**src/rtl/sm_mem_pkg.sv**
```systemverilog
// sm_mem_pkg: constants shared by the SRAM request controller and its
// response queue.
//   RESP_Q_DEPTH  - number of read responses the controller may hold (3)
//   WEN_WRITE/READ - encoding of the req_wen request-type bit
//   q_ptr_inc()   - queue pointer increment, wrapping modulo RESP_Q_DEPTH
package sm_mem_pkg;

  localparam int unsigned RESP_Q_DEPTH = 3;
  localparam int unsigned RESP_Q_PTR_W = 2;
  // Count must reach RESP_Q_DEPTH itself, so 2 bits for a depth of 3.
  localparam int unsigned RESP_Q_CNT_W = 2;

  localparam logic WEN_WRITE = 1'b1;
  localparam logic WEN_READ  = 1'b0;

  // Depth is not a power of two, so wrap explicitly.
  function automatic logic [RESP_Q_PTR_W-1:0] q_ptr_inc(input logic [RESP_Q_PTR_W-1:0] p);
    return (p == RESP_Q_PTR_W'(RESP_Q_DEPTH - 1)) ? '0 : p + 1'b1;
  endfunction

endpackage

```
**src/rtl/sm_resp_queue.sv**
```systemverilog
// sm_resp_queue: RESP_Q_DEPTH-entry FIFO holding SRAM read data until the
// consumer takes it.
//   clk, reset      - clock, synchronous active-high reset
//   i_enq/i_enq_data - push one word (caller guarantees not full)
//   o_val/i_rdy/o_data - valid/ready pop side; data held while stalled
//   o_count         - current occupancy, used upstream for flow control
module sm_resp_queue
  import sm_mem_pkg::*;
#(
  parameter int p_wid = 64
) (
  input  logic                    clk,
  input  logic                    reset,
  input  logic                    i_enq,
  input  logic [p_wid-1:0]        i_enq_data,
  output logic                    o_val,
  input  logic                    i_rdy,
  output logic [p_wid-1:0]        o_data,
  output logic [RESP_Q_CNT_W-1:0] o_count
);

  logic [p_wid-1:0]        r_mem [RESP_Q_DEPTH];
  logic [RESP_Q_PTR_W-1:0] r_wptr, r_rptr;
  logic [RESP_Q_CNT_W-1:0] r_count;
  logic                    w_deq;

  // Valid is masked by reset so the consumer sees nothing during reset,
  // even in the first reset cycle before the count has cleared.
  assign o_val   = (r_count != '0) && !reset;
  assign w_deq   = o_val && i_rdy;
  assign o_data  = r_mem[r_rptr];
  assign o_count = r_count;

  // Data storage needs no reset; occupancy tracking decides what is live.
  always_ff @(posedge clk) begin
    if (i_enq) r_mem[r_wptr] <= i_enq_data;
  end

  always_ff @(posedge clk) begin
    if (reset) begin
      r_wptr  <= '0;
      r_rptr  <= '0;
      r_count <= '0;
    end else begin
      if (i_enq) r_wptr <= q_ptr_inc(r_wptr);
      if (w_deq) r_rptr <= q_ptr_inc(r_rptr);
      case ({i_enq, w_deq})
        2'b10:   r_count <= r_count + 1'b1;
        2'b01:   r_count <= r_count - 1'b1;
        default: r_count <= r_count;
      endcase
    end
  end

`ifndef SYNTHESIS
  a_no_overflow: assert property (@(posedge clk) disable iff (reset)
    !(i_enq && (r_count == RESP_Q_CNT_W'(RESP_Q_DEPTH))))
    else $error("sm_resp_queue: enqueue while full");
`endif

endmodule

```
**src/rtl/sm_mem_req_ctrl.sv**
```systemverilog
// sm_mem_req_ctrl: valid/ready front end for a single-port, non-pipelined
// SRAM. Writes complete silently; reads return data in order through a
// small response queue with a fixed two-cycle minimum latency.
//   clk, reset                      - clock, synchronous active-high reset
//   req_val/req_rdy/req_wen/req_addr/req_data - request channel (wen 1=write)
//   resp_val/resp_rdy/resp_data     - read response channel
//   sram_cen/sram_rwen/sram_a/sram_d - SRAM command (active-low enables)
//   sram_q                          - SRAM read data, valid one cycle after issue
module sm_mem_req_ctrl
  import sm_mem_pkg::*;
#(
  parameter  int p_wid   = 64,
  parameter  int p_dep   = 64,
  localparam int lp_awid = $clog2(p_dep)
) (
  input  logic               clk,
  input  logic               reset,
  input  logic               req_val,
  output logic               req_rdy,
  input  logic               req_wen,
  input  logic [lp_awid-1:0] req_addr,
  input  logic [p_wid-1:0]   req_data,
  output logic               resp_val,
  input  logic               resp_rdy,
  output logic [p_wid-1:0]   resp_data,
  output logic               sram_cen,
  output logic               sram_rwen,
  output logic [lp_awid-1:0] sram_a,
  output logic [p_wid-1:0]   sram_d,
  input  logic [p_wid-1:0]   sram_q
);

  logic                    w_fire;
  logic                    w_rd_fire;
  logic                    r_inflight;
  logic [RESP_Q_CNT_W-1:0] w_count;
  logic [RESP_Q_CNT_W:0]   w_occ;

  // Every accepted read owns a queue slot from issue until dequeue, so the
  // in-flight read counts against capacity; this is what rules out overflow.
  assign w_occ   = (RESP_Q_CNT_W+1)'(r_inflight) + (RESP_Q_CNT_W+1)'(w_count);
  assign req_rdy = !reset && (w_occ < (RESP_Q_CNT_W+1)'(RESP_Q_DEPTH));

  assign w_fire    = req_val && req_rdy;
  assign w_rd_fire = w_fire && (req_wen == WEN_READ);

  // SRAM is driven straight from the request; chip enable gates the access.
  assign sram_cen  = !w_fire;
  assign sram_rwen = !req_wen;
  assign sram_a    = req_addr;
  assign sram_d    = req_data;

  // sram_q is valid in the cycle after a read issue; this flag marks it.
  always_ff @(posedge clk) begin
    if (reset) r_inflight <= 1'b0;
    else       r_inflight <= w_rd_fire;
  end

  sm_resp_queue #(
    .p_wid (p_wid)
  ) u_resp_q (
    .clk        (clk),
    .reset      (reset),
    .i_enq      (r_inflight),
    .i_enq_data (sram_q),
    .o_val      (resp_val),
    .i_rdy      (resp_rdy),
    .o_data     (resp_data),
    .o_count    (w_count)
  );

endmodule
```
**config.mk**
```make
export PLATFORM = sky130hd
export DESIGN_NAME = sm_mem_req_ctrl
export DESIGN_NICKNAME = d
export VERILOG_FILES = /design/src/rtl/sm_mem_pkg.sv /design/src/rtl/sm_resp_queue.sv /design/src/rtl/sm_mem_req_ctrl.sv
export SDC_FILE = /design/constraint.sdc
export NUM_CORES = 1
export LEC_CHECK = 0
export ABC_AREA = 0
export CAP_MARGIN = 20
export CORE_MARGIN = 2
export CORE_UTILIZATION = 45
export CTS_CLUSTER_DIAMETER = 80
export DETAILED_ROUTE_END_ITERATION = 10
export PLACE_DENSITY = 0.81
export SETUP_SLACK_MARGIN = 0.4
export SLEW_MARGIN = 20
export SYNTH_ARGS = -nofsm -noshare
export SYNTH_HDL_FRONTEND = slang
export SYNTH_SLANG_ARGS = --single-unit
```
**constraint.sdc**
```tcl
create_clock -name clk -period 6 [get_ports clk]
set_clock_uncertainty 0.05 [all_clocks]
set_input_delay 0.6 -clock clk [delete_from_list [all_inputs] [get_ports clk]]
set_output_delay 0.6 -clock clk [all_outputs]
set_load 0.005 [all_outputs]
```
==> impl_metrics.csv <==
group,metric,value,unit
timing,setup_slack,2.841,ns
placement,io_buffer_count,136,
global_routing,overflow,0,
power_and_ir_drop,p_seq_share,53.3,%
routing,drt_pre_antenna_iters,7,
cts,cts.clk_slew.worst_paths,0.06,ns
power_and_ir_drop,vdd_drop_max,0.0002064,V
synth,ys_seq_area_share,74.52,%
routing,totalWireLength,17500,um
global_routing,grt_pass1_wl,25080,um
cts,clkLatencyLatePin,0.48,ns
setup_path,critPathLaunchType,"register",
routing,wl_per_cell,21.14,um
power_and_ir_drop,p_leak,3.020,nW
timing,slew_headroom,35.70,%
setup_path,end_kind,"output port",
power_and_ir_drop,pwr-share-clk,39.7,%
synth,yosysTopAreaCellShare,72.26,%
layout,nFillCells,1336,
timing,max_freq,316.6,MHz
power_and_ir_drop,swShare,19.78,%
layout,diodes,0,
synth,ys_types,24,
global_routing,grt_max_degree,129,
timing,period_share,52.64,%
die,ios,277,
cts,cts_setup_buffers,0,
cts,cts_tree,"built",
timing,fin_tns_setup,0,ns
routing,num_vias,4257,
timing,setup_viol,0,
cts,cts-buffers-inserted,21,
layout,final_cell_mix,"edfxtp_1 (192), clkdlybuf4s50_1 (136), nand2_1 (68)",
timing,fin_hold_ws,0.4674,ns
die,start_util,46.13,%
synth,ys_ff_latch,201,
die,die_h,137.2,um
run_status,status,"complete, no violations",
min_path,hold_depth,2,
job,cap_violations,0,
layout,final_common_cell,"edfxtp_1",
setup_path,reg2regPathDepth,3,
synth,synth_nets,659,
layout,final_util,56.26,%
global_routing,antenna_found_initial,0,
die,row_count,48,
routing,drtIter0Drc,207,
power_and_ir_drop,cell_internal_pwr,2.373,mW
timing,worst_pin_slew,0.9622,ns
die,die_w,137.2,um
synth,synth_area_per_cell,15.43,um^2
global_routing,grt_pass1_vias,4377,
timing,rsz0062_at_grt,"no",
cts,cts-root-buf,"clkbuf_16",
synth,synthCells,517,
placement,dpl.hpwl,12100,um
timing,fin_crit,3.159,ns
setup_path,worstReg2RegStart,"r_inflight",
synth,yosysWarnings,0,
cts,cts.sinks,201,
cts,cts_buffer_depth,3,
routing,viasPerCell,5.141,
power_and_ir_drop,power_density,304.0,mW/mm^2
min_path,hold_path_class,"reg2reg",
power_and_ir_drop,switchingPower,585.1,uW
synth,synth.area.top_cells,"edfxtp_1 (72%), mux2i_1 (8.0%), buf_4 (7.2%)",
die,core-area,0.01730,mm^2
setup_path,crit_arrival,2.51,ns
setup_path,worst-setup-path-type,"reg2out",
routing,drc,0,
synth,yosys.area.top_type,"edfxtp_1",
setup_path,r2r-end,"u_resp_q.r_mem[2][8]",
setup_path,r2r_slack,3.67,ns
power_and_ir_drop,combPwrFrac,7.0,%
die,die_area,0.01881,mm^2
layout,nNetsFinal,732,
setup_path,path_max_fanout,33,
cts,ctsHoldBuffers,0,
min_path,min_from,"u_resp_q.r_rptr[1]",
placement,gp_congestion,0.7069,
layout,drive_gt1_share,6.468,%
synth,synth.cell_area,0.007979,mm^2
global_routing,grt_usage,17.98,%
cts,cts.htree.levels,1,
timing,hold_violations,0,
setup_path,cp_data_required_time,5.35,ns
cts,ctsResizeCount,0,
placement,dpl_worst_slack,3.269,ns
routing,ant_nets,0,
layout,area_delta_synth_final,21.95,%
timing,final_max_slew_viol_count,0,
-- layout make-up --
class / count / area (um^2) / share of cell area (%)
inverter: 2 / 7.507 / 0.07715
clock buffer: 25 / 540.5 / 5.555
sequential: 201 / 5953 / 61.18
multi-input combinational: 222 / 1405 / 14.44
timing repair buffer: 142 / 1459 / 14.99
tap: 225 / 281.5 / 2.893
clock inverter: 11 / 83.83 / 0.8615
-- flip-flops by register name (all words and copies together), names as in the netlist, named ones only --
| register | cells |
|---|---|
| r_inflight | 1 |
| u_resp_q.o_count | 2 |
| u_resp_q.r_rptr | 2 |
| u_resp_q.r_wptr | 2 |
| u_resp_q.r_mem | 192 |
-- power groups by stage --
stage,clock network (mW),registers (mW),logic (mW)
2_1_floorplan,0,1.60,0.117
3_3_place_gp,0,1.61,0.189
3_5_place_dp,0,1.61,0.207
4_1_cts,1.21,1.58,0.208
5_1_grt,1.26,1.58,0.223
6_report,1.17,1.58,0.207
-- critical path, stage by stage, from the launching register on --
cell,delay (ns)
dfxtp_4,0.74
buf_16,0.31
mux2i_1,0.11
o21ai_0,0.25
clkdlybuf4s50_1,0.56
-- worst max path at each step --
stage,endpoint
after detailed placement,sram_cen
after global routing,resp_data[36]
after floorplan,u_resp_q.r_wptr[0]
final,resp_data[36]
after CTS,resp_data[48]
after global placement,resp_data[48]
-- cell usage after synthesis (all sizes together) --
master / count
a211oi: 1
a21oi: 4
and2: 1
and3b: 1
buf: 80
clkbuf: 12
dfxtp: 9
edfxtp: 192
ha: 3
inv: 2
mux2i: 64
nand2: 68
nor2: 6
nor2b: 1
nor3: 1
o21ai: 66
o21ba: 1
or3: 2
or3b: 1
xnor2: 1
xor2: 1
-- metal layers --
metal / GRT usage, % / up-vias / wire length, um / share of wire [%]
li1: - / 1970 / - / -
met1: 18.30 / 2047 / 5659 / 32
met2: 32.37 / 179 / 9323 / 53
met3: 5.148 / 61 / 1529 / 8.7
met4: 10.88 / 0 / 991 / 5.7
met5: 0.5556 / - / 0 / 0
-- cell families after synthesis --
kind of cell             count (synthesis)  share of synthesized area [%]
flip-flops                             201                          74.52
buffers and inverters                   94                          8.076
AND/OR/NAND/NOR                         81                          4.077
AO/OA/AOI/OAI                           72                          4.610
multiplexers                            64                          8.029
adder cells (fa/ha/maj)                  3                         0.4705
XOR/XNOR                                 2                         0.2196
-- per-stage QoR --
stage	total power [mW]	instances	cell area (um^2)
after floorplan	1.714	517	7979
after global placement	1.804	789	9031
after detailed placement	1.814	790	9059
after CTS	2.992	826	9683
after global routing	3.065	828	9731
final	2.958	828	9731
Note: power is estimated with default switching activity, not from simulation.
